### config.mk
export PLATFORM = sky130hd
export DESIGN_NAME = hl_result_display
export DESIGN_NICKNAME = d
export VERILOG_FILES = /design/src/rtl/hl_display_pkg.sv /design/src/rtl/hl_result_display_seg7_decode.sv /design/src/rtl/hl_result_display.sv
export SDC_FILE = /design/constraint.sdc
export NUM_CORES = 1
export LEC_CHECK = 0
export CORE_MARGIN = 5
export CORE_UTILIZATION = 57
export DETAILED_ROUTE_END_ITERATION = 10
export HOLD_SLACK_MARGIN = 0.12
export PLACE_DENSITY = 0.88
export RECOVER_POWER = 100
export SLEW_MARGIN = 20
export SYNTH_ARGS = -nofsm -noshare
export SYNTH_HDL_FRONTEND = slang
export SYNTH_SLANG_ARGS = --single-unit
### constraint.sdc
create_clock -name clk -period 2.6 [get_ports clk]
set_input_delay 0.39 -clock clk [delete_from_list [all_inputs] [get_ports clk]]
set_output_delay 0.39 -clock clk [all_outputs]
set_load 0.02 [all_outputs]
### src/rtl/hl_display_pkg.sv
// Shared constants, segment patterns and display state encoding for the higher/lower result display.
package hl_display_pkg;

  localparam int unsigned CODE_W   = 4;
  localparam int unsigned SEG_W    = 7;
  localparam int unsigned AN_W     = 2;
  localparam int unsigned STREAK_W = 4;

  localparam logic [CODE_W-1:0]   CODE_LAST_DIGIT = 4'd9;
  localparam logic [CODE_W-1:0]   CODE_WIN        = 4'd10;
  localparam logic [CODE_W-1:0]   CODE_LOSE       = 4'd11;
  localparam logic [STREAK_W-1:0] STREAK_MAX      = 4'd9;

  // Active-high patterns, bit order {g,f,e,d,c,b,a}
  localparam logic [SEG_W-1:0] SEG_BLANK = 7'h00;
  localparam logic [SEG_W-1:0] SEG_DASH  = 7'h40;
  localparam logic [SEG_W-1:0] SEG_0     = 7'h3F;
  localparam logic [SEG_W-1:0] SEG_1     = 7'h06;
  localparam logic [SEG_W-1:0] SEG_2     = 7'h5B;
  localparam logic [SEG_W-1:0] SEG_3     = 7'h4F;
  localparam logic [SEG_W-1:0] SEG_4     = 7'h66;
  localparam logic [SEG_W-1:0] SEG_5     = 7'h6D;
  localparam logic [SEG_W-1:0] SEG_6     = 7'h7D;
  localparam logic [SEG_W-1:0] SEG_7     = 7'h07;
  localparam logic [SEG_W-1:0] SEG_8     = 7'h7F;
  localparam logic [SEG_W-1:0] SEG_9     = 7'h6F;
  localparam logic [SEG_W-1:0] SEG_P     = 7'h73;
  localparam logic [SEG_W-1:0] SEG_F     = 7'h71;

  localparam logic [AN_W-1:0] AN_DIGIT0 = 2'b01;
  localparam logic [AN_W-1:0] AN_DIGIT1 = 2'b10;

  typedef enum logic [1:0] {
    ST_SHOW    = 2'd0,
    ST_RESULT  = 2'd1,
    ST_INVALID = 2'd2
  } state_e;

  // Display state implied by a game code
  function automatic state_e classify(input logic [CODE_W-1:0] code);
    if (code <= CODE_LAST_DIGIT) return ST_SHOW;
    if (code == CODE_WIN || code == CODE_LOSE) return ST_RESULT;
    return ST_INVALID;
  endfunction

endpackage

### src/rtl/hl_result_display_seg7_decode.sv
// Combinational game-code to active-high 7-segment pattern; unknown codes show a dash.
module seg7_decode
  import hl_display_pkg::*;
(
  input  logic [CODE_W-1:0] code_i,
  output logic [SEG_W-1:0]  seg_c_o
);

  always_comb begin
    seg_c_o = SEG_DASH;
    case (code_i)
      4'd0:    seg_c_o = SEG_0;
      4'd1:    seg_c_o = SEG_1;
      4'd2:    seg_c_o = SEG_2;
      4'd3:    seg_c_o = SEG_3;
      4'd4:    seg_c_o = SEG_4;
      4'd5:    seg_c_o = SEG_5;
      4'd6:    seg_c_o = SEG_6;
      4'd7:    seg_c_o = SEG_7;
      4'd8:    seg_c_o = SEG_8;
      4'd9:    seg_c_o = SEG_9;
      4'd10:   seg_c_o = SEG_P;
      4'd11:   seg_c_o = SEG_F;
      default: seg_c_o = SEG_DASH;
    endcase
  end

endmodule

### src/rtl/hl_result_display.sv
// Higher/lower display back-end: digit decode, win/lose blink, win streak, optional two-digit mux.
// Define HL_DISPLAY_MUX_EN to multiplex the streak onto the second digit.
module hl_result_display
  import hl_display_pkg::*;
#(
  parameter int unsigned BLINK_HALF     = 5_000_000,
  parameter int unsigned CNT_W          = 23,
  parameter int unsigned MUX_PERIOD     = 50_000,
  parameter int unsigned MUX_W          = 16,
  parameter bit          SEG_ACTIVE_LOW = 1'b0
) (
  input  logic       clk,
  input  logic       reset,
  input  logic [3:0] value,
  output logic [6:0] seg,
  output logic [1:0] an,
  output logic [3:0] streak
);

  localparam logic [SEG_W-1:0] SEG_POL  = SEG_ACTIVE_LOW ? {SEG_W{1'b1}} : {SEG_W{1'b0}};
  localparam logic [AN_W-1:0]  AN_POL   = SEG_ACTIVE_LOW ? {AN_W{1'b1}} : {AN_W{1'b0}};
  localparam logic [CNT_W-1:0] CNT_LAST = CNT_W'(BLINK_HALF - 1);

  if (BLINK_HALF < 2 || MUX_PERIOD < 2 ||
      (64'd1 << CNT_W) <= 64'(BLINK_HALF) || (64'd1 << MUX_W) <= 64'(MUX_PERIOD)) begin : g_bad_cfg
    $error("hl_result_display: counter widths too small or periods below 2");
  end

  logic [CODE_W-1:0]   value_q, value_d;
  state_e              state_q, state_d;
  logic [CNT_W-1:0]    cnt_q, cnt_d;
  logic                phase_q, phase_d;
  logic [STREAK_W-1:0] streak_q, streak_d;
  logic [SEG_W-1:0]    seg_q, seg_d;
  logic [AN_W-1:0]     an_q, an_d;
  logic                entry_c;
  logic [SEG_W-1:0]    dec0_seg_c;
  logic [SEG_W-1:0]    digit0_seg_c;

  seg7_decode u_dec0 (.code_i(value_q), .seg_c_o(dec0_seg_c));

`ifdef HL_DISPLAY_MUX_EN
  logic [MUX_W-1:0] mux_cnt_q, mux_cnt_d;
  logic             sel_q, sel_d;
  logic [SEG_W-1:0] dec1_seg_c;

  seg7_decode u_dec1 (.code_i(streak_q), .seg_c_o(dec1_seg_c));
`endif

  // State and output registers
  always_ff @(posedge clk or posedge reset) begin
    if (reset) begin
      value_q   <= '0;
      state_q   <= ST_SHOW;
      cnt_q     <= '0;
      phase_q   <= 1'b1;
      streak_q  <= '0;
      seg_q     <= SEG_BLANK ^ SEG_POL;
      an_q      <= AN_DIGIT0 ^ AN_POL;
`ifdef HL_DISPLAY_MUX_EN
      mux_cnt_q <= '0;
      sel_q     <= 1'b0;
`endif
    end else begin
      value_q   <= value_d;
      state_q   <= state_d;
      cnt_q     <= cnt_d;
      phase_q   <= phase_d;
      streak_q  <= streak_d;
      seg_q     <= seg_d;
      an_q      <= an_d;
`ifdef HL_DISPLAY_MUX_EN
      mux_cnt_q <= mux_cnt_d;
      sel_q     <= sel_d;
`endif
    end
  end

  // Next state: entry detect, blink timing, streak, digit selection
  always_comb begin
    value_d      = value;
    state_d      = classify(value);
    entry_c      = (value != value_q) && (state_d == ST_RESULT);
    cnt_d        = '0;
    phase_d      = 1'b1;
    streak_d     = streak_q;
    digit0_seg_c = dec0_seg_c;
    seg_d        = seg_q;
    an_d         = an_q;

    // A steady result code keeps blinking; entry, exit and non-result codes restart at ON
    if (state_d == ST_RESULT && !entry_c) begin
      if (cnt_q == CNT_LAST) begin
        phase_d = ~phase_q;
      end else begin
        cnt_d   = cnt_q + CNT_W'(1);
        phase_d = phase_q;
      end
    end

    if (entry_c) begin
      if (value == CODE_WIN) begin
        streak_d = (streak_q >= STREAK_MAX) ? STREAK_MAX : streak_q + STREAK_W'(1);
      end else begin
        streak_d = '0;
      end
    end

    if (state_q == ST_RESULT && !phase_q) begin
      digit0_seg_c = SEG_BLANK;
    end

`ifdef HL_DISPLAY_MUX_EN
    mux_cnt_d = mux_cnt_q + MUX_W'(1);
    sel_d     = sel_q;
    if (mux_cnt_q == MUX_W'(MUX_PERIOD - 1)) begin
      mux_cnt_d = '0;
      sel_d     = ~sel_q;
    end
    seg_d = (sel_q ? dec1_seg_c : digit0_seg_c) ^ SEG_POL;
    an_d  = (sel_q ? AN_DIGIT1 : AN_DIGIT0) ^ AN_POL;
`else
    seg_d = digit0_seg_c ^ SEG_POL;
    an_d  = AN_DIGIT0 ^ AN_POL;
`endif
  end

  assign seg    = seg_q;
  assign an     = an_q;
  assign streak = streak_q;

endmodule

# ---- After elaboration in Yosys (flattened, before gate mapping)
# Memories as Yosys holds them, arrays and structs flattened.
# Cells that the tools add are included.
dict set report word_totals {
  reg_bits 41
  romBits 112
  input_bits 6
  elab_cells 39
  n_memories 1
}
# memory words width read_ports rd_clocked_by_memory_dff write_ports line_no
set mem_list {}
lappend mem_list {{(no name shown)} 16 7 1 0 0 hl_result_display_seg7_decode.sv:11} ;# case (code_i)
dict set report classes {
  n_addsub 2
  n_lt_le_gt_ge 2
  n_eq_ne 7
  muxes 14
  bitwise 1
  n_reduce_logical 6
}
# op count
set ops {}
lappend ops {{$mux 23} 2}
lappend ops {{$add 23x1->23 const B} 1}
lappend ops {{$eq 23x23->1 const B} 1}
lappend ops {{$eq 4x4->1 const B} 2}
lappend ops {{$mux 2} 4}
lappend ops {{$mux 4} 2}
lappend ops {{$mux 7} 1}
lappend ops {{$mux 1} 5}
lappend ops {{$add 4x1->4 const B} 1}
lappend ops {{$eq 2x1->1 const B} 2}
lappend ops {{$ge 4x4->1 const B} 1}
lappend ops {{$le 4x4->1 const B} 1}
lappend ops {{$ne 4x4->1} 1}
lappend ops {{$logic_and 1x1->1} 3}
lappend ops {{$logic_not 1->1} 2}
lappend ops {{$ne 2x1->1 const B} 1}
lappend ops {{$logic_or 1x1->1} 1}
lappend ops {{$not 1->1} 1}

# ---- Depth between registers and ports, before layout
dict set report logic_depth {
  depth_word 11
  depth_mapped 6
}

# ---- Hierarchy
# Synthesis repeated with hierarchy kept, for this count alone.
dict set report unflattened {
  cells_unflattened 221
  area_unflattened_um2 2229.6
}
# mod n_inst cells_per_inst area_per_inst_um2 seq_area_each_um2
set modules_own_cells {}
lappend modules_own_cells {hl_result_display 1 191 1995.7 1027.2}
lappend modules_own_cells {seg7_decode 1 30 234.0 0.0}

# ---- Worst setup path before layout
# No wires, ideal clock.
dict set report synth_timing {
  path_kind {register to register}
  startpoint {register cnt_q[7]}
  endpoint {register cnt_q[20]}
  setup_time_ns 0.126
  arrival_ns 1.744
  required_time_ns 2.474
  setup_slack_ns 0.730
  stages_incl_launch_ff 6
  period_less_slack_ns 1.870
  cell_sequence {dfrtp_1 -> or4b_1 -> or4_4 -> o211ai_4 -> buf_6 -> a21oi_1}
}
dict set report synth_between {
  elab_chain_cells 3
  word_cells_on_any_way 4
}
# element line_no
set synth_lines {}
lappend synth_lines {{from (decl)} hl_result_display.sv:31} ;# logic [CNT_W-1:0] cnt_q, cnt_d;
lappend synth_lines {{from (signal assigned)} hl_result_display.sv:67} ;# cnt_q <= cnt_d;
lappend synth_lines {{$add 23x1->23 / $eq 23x23->1 (equally long branches)} {hl_result_display.sv:96, hl_result_display.sv:93}}
lappend synth_lines {{$mux 23 (*)} hl_result_display.sv:93} ;# if (cnt_q == CNT_LAST) begin
lappend synth_lines {{$mux 23 (*)} hl_result_display.sv:92} ;# if (state_d == ST_RESULT && !entry_c) begin
lappend synth_lines {{net cnt_d[20]} hl_result_display.sv:31}
# The timed path passes the listed nets; every way through them passes the cells marked *.
# A chain may end at the register's enable or synchronous reset.

# ---- Worst setup path in the final report
dict set report layout_timing {
  startpoint {register cnt_q[7]}
  endpoint {register cnt_q[2]}
}
dict set report layout_between {
  elab_chain_cells 3
}
# element line_no
set layout_lines {}
lappend layout_lines {{$eq 23x23->1} hl_result_display.sv:93}
lappend layout_lines {{$mux 23} hl_result_display.sv:93}
lappend layout_lines {{$mux 23} hl_result_display.sv:92}
lappend layout_lines {{net cnt_d[2]} hl_result_display.sv:31}
# The timed path passes the listed nets, and every way through them passes these cells.

==> key figures <==
Power
  • Combinational fraction of design power: 0.144
  • Total net switching power: 0.000378 W
  • Part of the power in the clock network: 0.369
  • Sw Ratio: 0.260
  • Leak: a little under 1 nW
  • Cell Int Power: approximately 0.0011 W
  • Max VDD drop: roughly 470 uV
  • Pwr/cell area: ~600 mW/mm2
  • Reg power frac: 0.486

Placement
  • Post-DP HPWL: roughly 2800 um
  • Port Buf Inserts: 16
  • Dpl cell area: around 0.0023 mm2
  • Gpl congestion: between 0.8 and 0.9
  • Cells after DPL: 274

STA
  • Rel. slew slack: 0.339
  • Final worst path period share: 0.847
  • Setup TNS: 0 ps
  • Fmax: 454 MHz
  • Final setup violation count: 0
  • Final slew viol count: 0
  • Min cycle time layout: 2200 ps
  • Clock skew: slightly below 6 ps
  • RSZ-0062 raised after global routing: no
  • Worst-Margin Slew: a little under 1000 ps
  • Final hold vios: 0

Cells and area
  • Layout cells sized above 1: 0.0897
  • # diodes: 0
  • Fillers: 270
  • Design area: roughly 0.0024 mm2
  • Final non-filler cell total: between 200 and 300
  • Nets: 248
  • Area growth syn-to-layout: 13.6%

Critical path
  • Crit-path leading delay family: simple AND/OR/NAND/NOR gates
  • Max stage delay on crit path: ~510 ps
  • WP buf/inv: 1
  • Worst path slowest cell: or4b_1
  • Critical path startpoint category: flip-flop
  • Critical Path End Type: flip-flop
  • Critical Path Fanout Max: 14
  • Crit path DAT: approximately 2400 ps
  • Worst setup path class: reg2reg
  • Required time of the critical path: approximately 2800 ps
  • Worst path cell trace: or4b_1 -> or4_1 -> o211ai_4 -> buf_4 -> nor2_1

Detailed routing
  • Drt total wl: 3970 um
  • Routed vias/inst: 5.67
  • Vias post-DR: approximately 1600
  • Final ANT Viol Nets: 0
  • Wire per inst: 14.1 um
  • Drt initial violations: 117
  • DRC: 0
  • TritonRoute pass-1 iters: 4

Clock network
  • CTS tree: built
  • CTS Sinks: 41
  • Post-CTS setup buffers: 0
  • Clk buf depth: 2
  • CTS H-tree lvls: 2
  • CTS root buffer: clkbuf_8
  • Skew-Pair Late Insertion Delay: about 300 ps
  • Clock transition at path regs: 80 ps
  • Num CTS Buffers: 5
  • # hold bufs at CTS: 0
  • Post-cts sizing count: 0

Yosys
  • Yosys reg bits: 41
  • Syn_nets: about 230
  • Gate Count Post-Synth: approximately 220
  • Synth unique cells: 44
  • Synth Warn #: 0
  • Cell Area, Synth: 0.00213 mm2
  • EDFF count, synth: 0
  • Mean Syn Cell Area: between 9 and 10 um2
  • Post-synth top flop: dfrtp_1
  • Asr flop ratio synth: 1.00
  • Sequential fraction of the synthesis area: 0.482

Floorplanning
  • Die Width: slightly above 70 um
  • # rows: 22
  • Die area: a little over 0.005 mm2
  • Initial Utilization: 0.586
  • # IOs: 19
  • Core area: between 0.003 and 0.004 mm2
  • Die height: 71.1 um

GRT
  • Pin count of the biggest net entering global routing: 42
  • GR Util met1: 0.212
  • Met3 Track Usage GR: 0.0355
  • GRT Total Usage: 0.169
  • M2 GR Usage: 0.277
  • Initial antenna violation count: 0
  • Grt peak-use layer: met2
  • Grt total ovfl: 0
  • First-pass GRT wire length: between 6000 and 7000 um
  • Vias in the first global route: between 1000 and 1500

Worst hold path
  • Worst min path class: reg2reg

Job
  • Max-cap viol count: 0

Status
  • Status: complete, no violations
layout by cell type (no fill, tap or decap), types with 3 or more instances in the layout:
| cell type | Yosys | routed |
|---|---|---|
| dfrtp_1 | 40 | 40 |
| nor2_1 | 34 | 34 |
| xnor2_1 | 16 | 16 |
| dlygate4sd3_1 | 0 | 16 |
| inv_1 | 15 | 15 |
| a21oi_1 | 14 | 14 |
| nand3_1 | 13 | 13 |
| ha_1 | 9 | 9 |
| nand4_1 | 7 | 7 |
| o21ai_0 | 6 | 6 |
| clkbuf_8 | 0 | 6 |
| nand2_1 | 5 | 5 |
| nor3_1 | 5 | 5 |
| or3_1 | 4 | 4 |
| a31o_2 | 3 | 3 |
| and3_1 | 3 | 3 |
| nor4_1 | 3 | 3 |
final cells by class:
type | count | area, um2 | area share
flip-flops and latches | 41 | 1030 | 0.425
multi-input cells | 152 | 983 | 0.406
repair buffers | 18 | 173 | 0.0714
clock buffers | 6 | 82.6 | 0.0341
well taps | 48 | 60.1 | 0.0248
inverters | 15 | 56.3 | 0.0233
clock inverters | 2 | 37.5 | 0.0155
cell families after synthesis:
group,after synthesis,share of synthesized area
buffers and inverters,24,0.0540
AO/OA/AOI/OAI,33,0.104
XOR/XNOR,18,0.0740
adder cells (fa/ha/maj),9,0.0529
AND/OR/NAND/NOR,89,0.224
flip-flops,41,0.482
multiplexers,1,0.00529
other,2,0.00353
power by group through the flow:
stage | Combinational, W | Clock (W) | Sequential [W]
floorplan | 0.000101 | 0 | 0.000747
global placement | 0.000216 | 0 | 0.000717
detailed placement | 0.000224 | 0 | 0.000720
CTS | 0.000225 | 0.000546 | 0.000706
global route | 0.000231 | 0.000573 | 0.000712
finish | 0.000210 | 0.000536 | 0.000706
flip-flops by register name, indices dropped and copies added, names as in the netlist:
signal,cells
value_q,4
seg,7
streak,4
state_q,2
cnt_q,23
phase_q,1
worst paths after layout:
check | start | end | slack (ps) | cells past startpoint
min in group asynchronous | reset | cnt_q[17]$_DFF_PP0_ | 840 | 3
worst max register to register | cnt_q[7]$_DFF_PP0_ | cnt_q[2]$_DFF_PP0_ | 400 | 5
worst max-delay path | cnt_q[7]$_DFF_PP0_ | cnt_q[2]$_DFF_PP0_ | 400 | 5
max in group asynchronous | reset | state_q[1]$_DFF_PP0_ | 1150 | 3
worst min-delay path | cnt_q[0]$_DFF_PP0_ | cnt_q[0]$_DFF_PP0_ | 510 | 1
worst min register to register | cnt_q[0]$_DFF_PP0_ | cnt_q[0]$_DFF_PP0_ | 510 | 1
cell usage after synthesis (all sizes together) (2+ instances only):
cell / count / area [um2]
ha: 9 / 113
a21oi: 14 / 70.1
nor3: 5 / 25.0
inv: 15 / 56.3
nor4: 4 / 31.3
o22a: 2 / 17.5
nand2: 5 / 18.8
buf: 6 / 47.5
clkbuf: 3 / 11.3
nand3b: 2 / 15.0
dfrtp: 40 / 1000
a41oi: 2 / 17.5
a31o: 3 / 26.3
or3: 4 / 25.0
o21ai: 6 / 30.0
nand3: 14 / 75.1
nand4: 8 / 56.3
or4: 2 / 18.8
and3: 3 / 18.8
xor2: 2 / 17.5
nor2: 34 / 128
conb: 2 / 7.51
xnor2: 16 / 140
a211oi: 2 / 15.0
per-layer routing:
| layer | part of all wire | vias up |
|---|---|---|
| li1 | - | 780 |
| met1 | 0.45 | 783 |
| met2 | 0.49 | 30 |
| met3 | 0.039 | 6 |
| met4 | 0.023 | 0 |
| met5 | 0 | - |
stage by stage:
step | utilization | total power, W | hold WS, ps | setup slack (ps)
3_3_place_gp | 0.635 | 0.000933 | 481 | 505
3_5_place_dp | 0.635 | 0.000943 | 502 | 452
4_1_cts | 0.668 | 0.00148 | 513 | 440
5_1_grt | 0.666 | 0.00152 | 518 | 304
6_report | 0.666 | 0.00145 | 509 | 397
2_1_floorplan | - | 0.000848 | 421 | 730
Note: power is estimated with default switching activity, not from simulation.
